## src/rtl/risc16_pkg.sv

```systemverilog
// risc16_pkg -- definitions shared across the RiSC16 codebase.
//   WORD_W         instruction width (fixed at 16 for RiSC16)
//   REG_FILE_SIZE  number of architectural registers
//   LEN_HI..ERR    instruction-memory loader state encoding
//   loader_state_e enum built on that encoding
//   accepts_bytes  which loader states may take a stream byte
package risc16_pkg;

  localparam int WORD_W        = 16;
  localparam int REG_FILE_SIZE = 8;

  // Loader state encoding.
  localparam logic [2:0] LEN_HI  = 3'd0;
  localparam logic [2:0] LEN_LO  = 3'd1;
  localparam logic [2:0] DATA_HI = 3'd2;
  localparam logic [2:0] DATA_LO = 3'd3;
  localparam logic [2:0] CKSUM   = 3'd4;
  localparam logic [2:0] DONE    = 3'd5;
  localparam logic [2:0] ERR     = 3'd6;

  typedef enum logic [2:0] {
    ST_LEN_HI  = LEN_HI,
    ST_LEN_LO  = LEN_LO,
    ST_DATA_HI = DATA_HI,
    ST_DATA_LO = DATA_LO,
    ST_CKSUM   = CKSUM,
    ST_DONE    = DONE,
    ST_ERR     = ERR
  } loader_state_e;

  // A state takes bytes unless the frame has finished (good or bad).
  function automatic logic accepts_bytes(input loader_state_e s);
    logic r;
    case (s)
      ST_LEN_HI, ST_LEN_LO, ST_DATA_HI, ST_DATA_LO, ST_CKSUM: r = 1'b1;
      ST_DONE, ST_ERR:                                        r = 1'b0;
      default:                                                r = 1'b0;
    endcase
    return r;
  endfunction

endpackage

```

## src/rtl/risc16_imem_loader_if.sv

```systemverilog
// risc16_imem_loader_if -- byte-stream handshake plus instruction-memory
// write port of the boot loader.
//   in_valid/in_data/in_ready  byte stream (source is master)
//   mem_we/mem_addr/mem_wdata  word writes toward the instruction memory
// Modports: master = stream source / memory side, slave = loader.
interface risc16_imem_loader_if #(
  parameter int ADDR_W = 10,
  parameter int WORD_W = 16
);
  logic              in_valid;
  logic [7:0]        in_data;
  logic              in_ready;
  logic              mem_we;
  logic [ADDR_W-1:0] mem_addr;
  logic [WORD_W-1:0] mem_wdata;

  modport master (
    output in_valid, in_data,
    input  in_ready, mem_we, mem_addr, mem_wdata
  );

  modport slave (
    input  in_valid, in_data,
    output in_ready, mem_we, mem_addr, mem_wdata
  );
endinterface

```

## src/rtl/risc16_imem_loader.sv

```systemverilog
// risc16_imem_loader -- boot-time writer for the RiSC16 instruction memory.
// Receives a frame {N_hi, N_lo, N x (hi, lo) [, cksum]} over a byte
// handshake, writes each assembled word, holds the core in reset while
// loading and releases it once the image is complete.
// Ports:
//   clk        rising-edge clock
//   reset      asynchronous active-low reset
//   reload     synchronous one-cycle pulse, restarts loading
//   bus        risc16_imem_loader_if.slave (byte stream + memory write port)
//   cpu_reset  active-high core reset, low only in DONE
//   done       image loaded
//   error      frame rejected
// Build option: define LOADER_CKSUM_EN to require a trailing XOR checksum
// byte over the payload; without it the last data byte completes the frame.
module risc16_imem_loader
  import risc16_pkg::*;
#(
  parameter int ADDR_W = 10,
  parameter int WORD_W = risc16_pkg::WORD_W
) (
  input  logic                 clk,
  input  logic                 reset,
  input  logic                 reload,
  risc16_imem_loader_if.slave  bus,
  output logic                 cpu_reset,
  output logic                 done,
  output logic                 error
);

  // Where a frame goes once all payload words have been received.
`ifdef LOADER_CKSUM_EN
  localparam loader_state_e ST_AFTER_DATA = ST_CKSUM;
`else
  localparam loader_state_e ST_AFTER_DATA = ST_DONE;
`endif

  // Frame length limit is the memory capacity; 17 bits holds 2^16.
  localparam logic [16:0] CAPACITY = 17'd1 << ADDR_W;

  loader_state_e     state_r, state_s;
  logic              in_ready_r;
  logic              mem_we_r;
  logic [ADDR_W-1:0] mem_addr_r;
  logic [WORD_W-1:0] mem_wdata_r;
  logic              cpu_reset_r, done_r, error_r;
  logic [15:0]       n_r;
  logic [ADDR_W-1:0] idx_r;
  logic [7:0]        hi_r;
  logic              xfer_s;
  logic [16:0]       len_s;
  logic              last_word_s;
`ifdef LOADER_CKSUM_EN
  logic [7:0]        acc_r;
`endif

  assign xfer_s = bus.in_valid & in_ready_r;
  // Length as it becomes complete on the LEN_LO transfer.
  assign len_s  = {1'b0, n_r[15:8], bus.in_data};
  // The word being completed is word N-1.
  assign last_word_s = (({{(17-ADDR_W){1'b0}}, idx_r} + 17'd1) == {1'b0, n_r});

  // State register.
  always_ff @(posedge clk or negedge reset) begin
    if (!reset) begin
      state_r <= ST_LEN_HI;
    end else begin
      state_r <= state_s;
    end
  end

  // Next-state logic; reload overrides any byte offered in the same cycle.
  always_comb begin
    state_s = state_r;
    if (reload) begin
      state_s = ST_LEN_HI;
    end else if (xfer_s) begin
      case (state_r)
        ST_LEN_HI:  state_s = ST_LEN_LO;
        ST_LEN_LO: begin
          if (len_s > CAPACITY) begin
            state_s = ST_ERR;
          end else if (len_s == 17'd0) begin
            state_s = ST_AFTER_DATA;
          end else begin
            state_s = ST_DATA_HI;
          end
        end
        ST_DATA_HI: state_s = ST_DATA_LO;
        ST_DATA_LO: begin
          if (last_word_s) begin
            state_s = ST_AFTER_DATA;
          end else begin
            state_s = ST_DATA_HI;
          end
        end
`ifdef LOADER_CKSUM_EN
        ST_CKSUM: begin
          if (bus.in_data == acc_r) begin
            state_s = ST_DONE;
          end else begin
            state_s = ST_ERR;
          end
        end
`endif
        default:    state_s = state_r;
      endcase
    end else begin
      state_s = state_r;
    end
  end

  // Status outputs follow the next state so cpu_reset drops together with
  // the final write strobe, never before it.
  always_ff @(posedge clk or negedge reset) begin
    if (!reset) begin
      in_ready_r  <= 1'b0;
      cpu_reset_r <= 1'b1;
      done_r      <= 1'b0;
      error_r     <= 1'b0;
    end else begin
      in_ready_r  <= accepts_bytes(state_s);
      cpu_reset_r <= (state_s != ST_DONE);
      done_r      <= (state_s == ST_DONE);
      error_r     <= (state_s == ST_ERR);
    end
  end

  // Datapath: length capture, word assembly, memory write strobe.
  always_ff @(posedge clk or negedge reset) begin
    if (!reset) begin
      mem_we_r    <= 1'b0;
      mem_addr_r  <= '0;
      mem_wdata_r <= '0;
      n_r         <= 16'd0;
      idx_r       <= '0;
      hi_r        <= 8'd0;
    end else begin
      mem_we_r <= 1'b0;
      if (reload) begin
        idx_r <= '0;
      end else if (xfer_s) begin
        case (state_r)
          ST_LEN_HI:  n_r[15:8] <= bus.in_data;
          ST_LEN_LO:  n_r[7:0]  <= bus.in_data;
          ST_DATA_HI: hi_r      <= bus.in_data;
          ST_DATA_LO: begin
            mem_we_r    <= 1'b1;
            mem_addr_r  <= idx_r;
            mem_wdata_r <= {hi_r, bus.in_data};
            idx_r       <= idx_r + ADDR_W'(1);
          end
          default: ;
        endcase
      end
    end
  end

`ifdef LOADER_CKSUM_EN
  // Running XOR over payload bytes only.
  always_ff @(posedge clk or negedge reset) begin
    if (!reset) begin
      acc_r <= 8'd0;
    end else if (reload) begin
      acc_r <= 8'd0;
    end else if (xfer_s && (state_r == ST_DATA_HI || state_r == ST_DATA_LO)) begin
      acc_r <= acc_r ^ bus.in_data;
    end
  end
`endif

  assign bus.in_ready  = in_ready_r;
  assign bus.mem_we    = mem_we_r;
  assign bus.mem_addr  = mem_addr_r;
  assign bus.mem_wdata = mem_wdata_r;
  assign cpu_reset     = cpu_reset_r;
  assign done          = done_r;
  assign error         = error_r;

endmodule

```

## src/flat_wrapper.sv

```systemverilog
// flat-port wrapper written by rule: the top's interface ports become plain ports
module risc16_imem_loader_flat import risc16_pkg::*;
#(
  parameter int ADDR_W = 10,
  parameter int WORD_W = risc16_pkg::WORD_W
)
  (clk, reset, reload, cpu_reset, done, error, bus_in_valid, bus_in_data, bus_in_ready, bus_mem_we, bus_mem_addr, bus_mem_wdata);
  risc16_imem_loader_if #(.ADDR_W(ADDR_W), .WORD_W(WORD_W)) bus_i ();
  input  logic clk;
  input  logic reset;
  input  logic reload;
  output logic cpu_reset;
  output logic done;
  output logic error;
  input wire logic [$bits(bus_i.in_valid)-1:0] bus_in_valid;
  input wire logic [$bits(bus_i.in_data)-1:0] bus_in_data;
  output wire logic [$bits(bus_i.in_ready)-1:0] bus_in_ready;
  output wire logic [$bits(bus_i.mem_we)-1:0] bus_mem_we;
  output wire logic [$bits(bus_i.mem_addr)-1:0] bus_mem_addr;
  output wire logic [$bits(bus_i.mem_wdata)-1:0] bus_mem_wdata;
  assign bus_i.in_valid = bus_in_valid;
  assign bus_i.in_data = bus_in_data;
  assign bus_in_ready = bus_i.in_ready;
  assign bus_mem_we = bus_i.mem_we;
  assign bus_mem_addr = bus_i.mem_addr;
  assign bus_mem_wdata = bus_i.mem_wdata;
  risc16_imem_loader #(.ADDR_W(ADDR_W), .WORD_W(WORD_W)) u_core (.clk(clk), .reset(reset), .reload(reload), .bus(bus_i), .cpu_reset(cpu_reset), .done(done), .error(error));
endmodule
```

## config.mk

```make
export PLATFORM = sky130hd
export DESIGN_NAME = risc16_imem_loader_flat
export DESIGN_NICKNAME = d
export VERILOG_FILES = /design/src/rtl/risc16_pkg.sv /design/src/rtl/risc16_imem_loader_if.sv /design/src/rtl/risc16_imem_loader.sv /design/src/flat_wrapper.sv
export SDC_FILE = /design/constraint.sdc
export NUM_CORES = 1
export LEC_CHECK = 0
export BUFFER_PORTS_ARGS = -buffer_cell sky130_fd_sc_hd__buf_2
export CAP_MARGIN = 20
export CORE_MARGIN = 3
export CORE_UTILIZATION = 60
export CTS_BUF_LIST = sky130_fd_sc_hd__clkbuf_2
export DETAILED_ROUTE_END_ITERATION = 16
export PLACE_DENSITY = 0.81
export SLEW_MARGIN = 25
export SYNTH_ARGS = -nofsm -noshare
export SYNTH_HDL_FRONTEND = slang
export SYNTH_SLANG_ARGS = --single-unit
```

## constraint.sdc

```tcl
create_clock -name clk -period 7.9 [get_ports clk]
set_input_delay 0.395 -clock clk [delete_from_list [all_inputs] [get_ports clk]]
set_output_delay 0.395 -clock clk [all_outputs]
set_load 0.1 [all_outputs]
```

==> out/metrics.csv, run 1 <==
stage;metric;value;unit
global_routing;global-route wire length before repair;9.839;mm
cts;cts repair resizes;0;
pwr;Comb power frac;27.0;%
global_routing;vias in the first global route;2008;
pwr;Leak;1.682;nW
global_routing;Total GRT Usage;21.12;%
placed_design;IO buf count;42;
pwr;PD cells;269.8;mW/mm^2
yosys;Ys Warns;0;
yosys;Mapped Avg Cell Area;12.49;um^2
route;Initial DRT Pass Iterations;5;
yosys;Post-Syn Nets;262;
setup_path;r2r worst-path depth;8;
route;routed wire length;5.787;mm
yosys;number of synthesized flops with an enable pin;0;
die;chip height;77.99;um
cts;cts hold-fix bufs;0;
sta;FMAX;316.2;MHz
die;initial core utilization;63.72;%
hold_path;Hold Crit Class;in2async;
cts;Clk pin slew, worst setup/hold paths;190;ps
route;Post-route DRC;0;
sta;final hold vios;0;
pwr;peak supply drop;0.1883;mV
cts;Num CTS Buffers;9;
layout;area of the multi-input gates;0.001314;mm^2
yosys;asr flop ratio synth;100.0;%
setup_path;reg2reg start;u_core.idx_r[0]$_DFFE_PN0P_;
sta;worst setup margin;4737;ps
global_routing;global route overflow;0;
setup_path;crit-path max FO;7;
cts;H-tree depth;3;
sta;RSZ-0062 raised after global routing;no;
sta;actual slew at the worst max-slew pin;811.0;ps
cts;CTS tree;done;
cts;clk_lat worst skew;520;ps
flow_run;Max Cap Viol;0;
setup_path;WP data arrival;3630;ps
placed_design;DP Area;0.003341;mm^2
die;FP Rows;25;
layout;Diodes inserted;0;
layout;most common cell after layout, fill and taps aside;dfrtp_1;
layout;Layout Utilization;71.15;%
cts;Num Clock Sinks;68;
pwr;switching share of power;35.45;%
layout;P&R area growth vs syn;11.67;%
setup_path;Critical Path Sink Type;flop;
sta;Setup TNS;0;ps
layout;Fillers;378;
yosys;Synth Register Bits;68;
yosys;Netlist cell types;46;
pwr;Int Power;604.8;uW
yosys;Synth Instances;249;
layout;most frequent cells in the layout;dfrtp_1 (67), mux2_2 (50), buf_2 (42), nor2_1 (20), nand2_1 (15);
yosys;sequential fraction of the synthesis area;54.77;%
yosys;Main synth FF type;dfrtp_1;
pwr;Clk pwr share;24.2;%
cts;Post CTS Setup Buffer Count;0;
setup_path;r2r setup slk;4740;ps
layout;Register Area;0.001703;mm^2
layout;final instance area;0.003472;mm^2
cts;Clock Root Buffer;clkbuf_2;
route;DR WL/cell;15.90;um
run_status;status;finished clean;
die;total core area;0.004880;mm^2
placed_design;Placer Congestion;0.8820;
placed_design;HPWL Detailed;4.066;mm
die;IO Count;43;
pwr;register share of total power;48.8;%
sta;Final Setup Violations;0;
global_routing;initial antenna violation count;0;
route;total number of vias;2011;
sta;Slew Limit Fails;0;
route;DRT iter0 DRCs;135;
cts;CTS Buffer Depth;2;
die;Die ar.;0.006082;mm^2
pwr;net switching power figure;332.1;uW
layout;fin nets;305;
setup_path;CP required;8370;ps
sta;final setup skew;21.57;ps
global_routing;largest net degree at the start of global routing;69;
setup_path;worst setup path class;reg2reg;
die;Die Span X;77.99;um
sta;Max-slew headroom;45.93;%
route;via/cell ratio;5.525;
sta;fin crit share;40.04;%
yosys;synthesized area;0.003109;mm^2
route;Post-DRT Antenna Nets;0;
sta;post-layout min period;3163;ps
layout;share of cells above drive strength 1;39.73;%
setup_path;element type at the critical path start;flop;
setup_path;Worst R2R End;u_core.cpu_reset$_DFF_PN1_;
placed_design;pre-CTS WS;4769;ps
==> state kept, by name (all words and copies together) (netlist names) <==
name,flops
u_core.done,1
u_core.bus.in_ready,1
u_core.n_r,16
u_core.cpu_reset,1
u_core.state_r,3
u_core.bus.mem_addr,10
u_core.bus.mem_we,1
u_core.idx_r,10
u_core.error,1
u_core.hi_r,8
u_core.bus.mem_wdata,16
==> cell type report <==
class	instances	area share, %
inverters	4	0.4324
flip-flops and latches	68	49.04
repair buffers	44	6.486
clock inverters	5	2.198
clock buffers	11	1.586
well taps	67	2.414
multi-input cells	165	37.84
==> kinds of logic after synthesis <==
family | Yosys count | share of synthesized area [%]
xor+xnor | 24 | 6.761
simple gates | 71 | 12.07
buf+inv | 16 | 3.058
compound gates | 18 | 4.507
mux | 51 | 18.43
fa+ha+maj | 1 | 0.4024
flops | 68 | 54.77
==> critical path, cell delays in order (launching register included) <==
cell and delay [ps]:
dfrtp_1 510, ha_1 350, nand2_1 150, a211oi_1 260
nand4_1 140, or4_1 540, or4b_4 500, o31a_1 300
or3b_1 360
==> synth_stat cells (3+ instances only) <==
master | number | area (um^2)
dfrtp_1 | 67 | 1677
mux2_2 | 50 | 563.0
nor2_1 | 21 | 78.83
nand2_1 | 15 | 56.30
xnor2_1 | 12 | 105.1
xor2_1 | 12 | 105.1
clkbuf_1 | 7 | 26.28
nand3_1 | 5 | 25.02
inv_1 | 4 | 15.01
nand4_1 | 4 | 25.02
nor3_1 | 4 | 20.02
and2_1 | 3 | 18.77
clkbuf_8 | 3 | 41.29
nand3b_1 | 3 | 22.52
nor3b_1 | 3 | 22.52
o21ai_0 | 3 | 15.01
==> power groups by stage <==
stage	Sequential, mW	Clock [mW]	Combinational, mW
after global routing	0.466	0.250	0.269
after CTS	0.458	0.230	0.255
after floorplan	0.546	0	0.114
after detailed placement	0.465	0	0.254
final	0.457	0.227	0.253
after global placement	0.462	0	0.249
==> worst max path at each step <==
stage,from,end,slack (ps),cells past startpoint
floorplan,u_core.n_r[13]$_DFFE_PN0P_,u_core.cpu_reset$_DFF_PN1_,4940,7
global placement,u_core.idx_r[0]$_DFFE_PN0P_,u_core.cpu_reset$_DFF_PN1_,4810,8
detailed placement,u_core.idx_r[0]$_DFFE_PN0P_,u_core.cpu_reset$_DFF_PN1_,4770,8
CTS,u_core.idx_r[0]$_DFFE_PN0P_,u_core.cpu_reset$_DFF_PN1_,4740,8
global route,u_core.idx_r[0]$_DFFE_PN0P_,u_core.cpu_reset$_DFF_PN1_,4490,8
finish,u_core.idx_r[0]$_DFFE_PN0P_,u_core.cpu_reset$_DFF_PN1_,4740,8
==> per-layer routing <==
metal,share of wire [%],GRT usage [%]
met1,44,28.87
met2,48,31.93
met3,6.2,4.640
met4,2.1,10.49
met5,0,0
==> through the flow <==
step | total power, mW | instances | hold slack [ps]
after global routing | 0.9850 | 364 | 57.73
after CTS | 0.9432 | 364 | 48.07
final | 0.9369 | 364 | 30.92
after detailed placement | 0.7191 | 348 | 489.9
after global placement | 0.7113 | 348 | 483.5
after floorplan | 0.6604 | 249 | 99.41
Note: power is estimated with default switching activity, not from simulation.
==> run 2, diff against run 1 <==
Settings changed: CORE_UTILIZATION 60 to 53, PLACE_DENSITY 0.81 to 0.75.
Clock period 7.9 ns to 2.54 ns, I/O delays scaled along.
==> out/metrics.csv, run 2 (same netlist as run 1, synthesis figures left out) <==
stage;metric;value;unit
layout;most common cell after layout, fill and taps aside;dfrtp_1;
layout;Diodes inserted;0;
setup_path;WP data arrival;3360;ps
setup_path;critical path's slowest cell;or4b_4;
die;Die ar.;0.006821;mm^2
layout;Register Area;0.001704;mm^2
placed_design;Placer Congestion;0.9774;
die;Die Span X;82.59;um
sta;worst hold slack;184.2;ps
layout;Fillers;442;
sta;fin crit share;116.0;%
setup_path;r2r worst-path depth;8;
layout;area of the multi-input gates;0.001336;mm^2
sta;worst setup margin;-407.1;ps
cts;CTS tree;done;
die;FP Rows;27;
flow_run;Max Cap Viol;0;
hold_path;Hold Crit Class;in2async;
route;DR WL/cell;15.42;um
setup_path;element type at the critical path start;flop;
route;Initial DRT Pass Iterations;4;
run_status;status;complete, but fails checks;
route;via/cell ratio;5.341;
pwr;net switching power figure;1.048;mW
global_routing;global-route wire length before repair;10.56;mm
sta;Setup TNS;-1702;ps
sta;FMAX;339.3;MHz
placed_design;IO buf count;42;
global_routing;Total GRT Usage;21.02;%
sta;post-layout min period;2947;ps
sta;actual slew at the worst max-slew pin;700.5;ps
sta;Max-slew headroom;53.30;%
setup_path;CP max stage delay;510;ps
cts;H-tree depth;3;
cts;clk_lat worst skew;490;ps
pwr;Clk pwr share;21.0;%
die;chip height;82.59;um
sta;final setup skew;25.78;ps
global_routing;largest net degree at the start of global routing;40;
placed_design;HPWL Detailed;4.451;mm
layout;Layout Utilization;67.92;%
global_routing;global route overflow;0;
setup_path;crit-path max FO;3;
pwr;Int Power;1.841;mW
setup_path;worst setup path class;reg2reg;
setup_path;r2r setup slk;-410;ps
cts;Clock Root Buffer;clkbuf_2;
die;IO Count;43;
sta;Slew Limit Fails;0;
layout;P&R area growth vs syn;22.49;%
pwr;Leak;1.863;nW
cts;Num Clock Sinks;68;
route;total number of vias;2179;
pwr;peak supply drop;0.6015;mV
cts;Clk pin slew, worst setup/hold paths;180;ps
setup_path;CP required;2950;ps
die;initial core utilization;55.44;%
layout;share of cells above drive strength 1;45.24;%
sta;Final Setup Violations;6;
die;total core area;0.005608;mm^2
route;Post-route DRC;0;
pwr;PD cells;758.5;mW/mm^2
pwr;Comb power frac;30.2;%
cts;Num CTS Buffers;9;
setup_path;Critical Path Sink Type;flop;
route;DRT iter0 DRCs;149;
layout;fin nets;344;
run_status;failing checks;negative setup slack;
setup_path;CP Cell Sequence;ha_4, xor2_1, a211oi_1, nand4_1, or4_1, or4b_4, o31a_1, or3b_1;
sta;RSZ-0062 raised after global routing;yes;
pwr;switching share of power;36.28;%
setup_path;Worst R2R End;u_core.cpu_reset$_DFF_PN1_;
route;routed wire length;6.291;mm
pwr;register share of total power;48.9;%
setup_path;reg2reg start;u_core.idx_r[0]$_DFFE_PN0P_;
sta;final hold vios;0;
layout;most frequent cells in the layout;dfrtp_1 (66), mux2_2 (50), buf_2 (42), buf_4 (30), nor2_1 (20);
pwr;Design Power;2.889;mW
global_routing;vias in the first global route;2196;
route;Post-DRT Antenna Nets;0;
cts;CTS Buffer Depth;2;
global_routing;initial antenna violation count;0;
[run 2: cell types whose count changed in the layout (fill, tap and decap cells not counted), sizes merged]
cell | previous run | this run
bufinv | 2 | 1
clkinvlp | 1 | 0
dlygate4sd3 | 0 | 10
clkinv | 2 | 4
buf | 44 | 73
[run 2: worst max-delay path by stage]
stage	start	end	slack, ps	cells past startpoint
floorplan	u_core.n_r[13]$_DFFE_PN0P_	u_core.cpu_reset$_DFF_PN1_	-280	7
global placement	u_core.idx_r[0]$_DFFE_PN0P_	u_core.cpu_reset$_DFF_PN1_	-360	8
detailed placement	u_core.n_r[13]$_DFFE_PN0P_	u_core.cpu_reset$_DFF_PN1_	-420	7
CTS	u_core.n_r[13]$_DFFE_PN0P_	u_core.cpu_reset$_DFF_PN1_	-390	7
global route	u_core.idx_r[2]$_DFFE_PN0P_	u_core.cpu_reset$_DFF_PN1_	-450	8
finish	u_core.idx_r[0]$_DFFE_PN0P_	u_core.cpu_reset$_DFF_PN1_	-410	8
[run 2: layout make-up]
class	instances	area share [%]
inverters	4	0.3942
clock inverters	5	1.380
repair buffers	83	14.59
well taps	72	2.365
flip-flops and latches	68	44.74
clock buffers	11	1.445
multi-input cells	165	35.09
[run 2: metal layers]
metal / up-vias / global-route usage, % / wire length (um)
li1: 1043 / - / -
met1: 1072 / 27.84 / 2909
met2: 49 / 32.45 / 2964
met3: 15 / 5.098 / 265
met4: 0 / 10.13 / 152
met5: - / 0 / 0
[run 2: metrics by stage]
stage / area [um^2] / std cells / setup slack, ps
floorplan: 3123 / 249 / -275.4
global placement: 3561 / 378 / -358.6
detailed placement: 3561 / 378 / -415.4
CTS: 3801 / 407 / -385.1
global route: 3809 / 408 / -452.0
finish: 3809 / 408 / -407.1
[run 2: worst max-delay path, delay by kind of cell, from the launching register on]
family	cells	cell delay [ps]
xor gates and xnor gates	1	150
and+or+nand+nor	4	1450
DFF	1	450
AOI/OAI and AO/OA	2	580
adders and majority gates	1	250
[run 2: power groups by stage]
stage | combinational (mW) | sequential (mW) | clock, mW
detailed placement | 0.855 | 1.43 | 0
CTS | 0.877 | 1.41 | 0.627
global placement | 0.839 | 1.42 | 0
global route | 0.931 | 1.44 | 0.666
floorplan | 0.355 | 1.70 | 0
finish | 0.871 | 1.41 | 0.606
[run 2: repair_timing]
item	CTS	global route
gates resized for setup	3	0
hold endpoints to repair	70	0
setup buffers	3	1
pin swaps	2	1
hold buffers	10	0
setup endpoints to repair	6	6
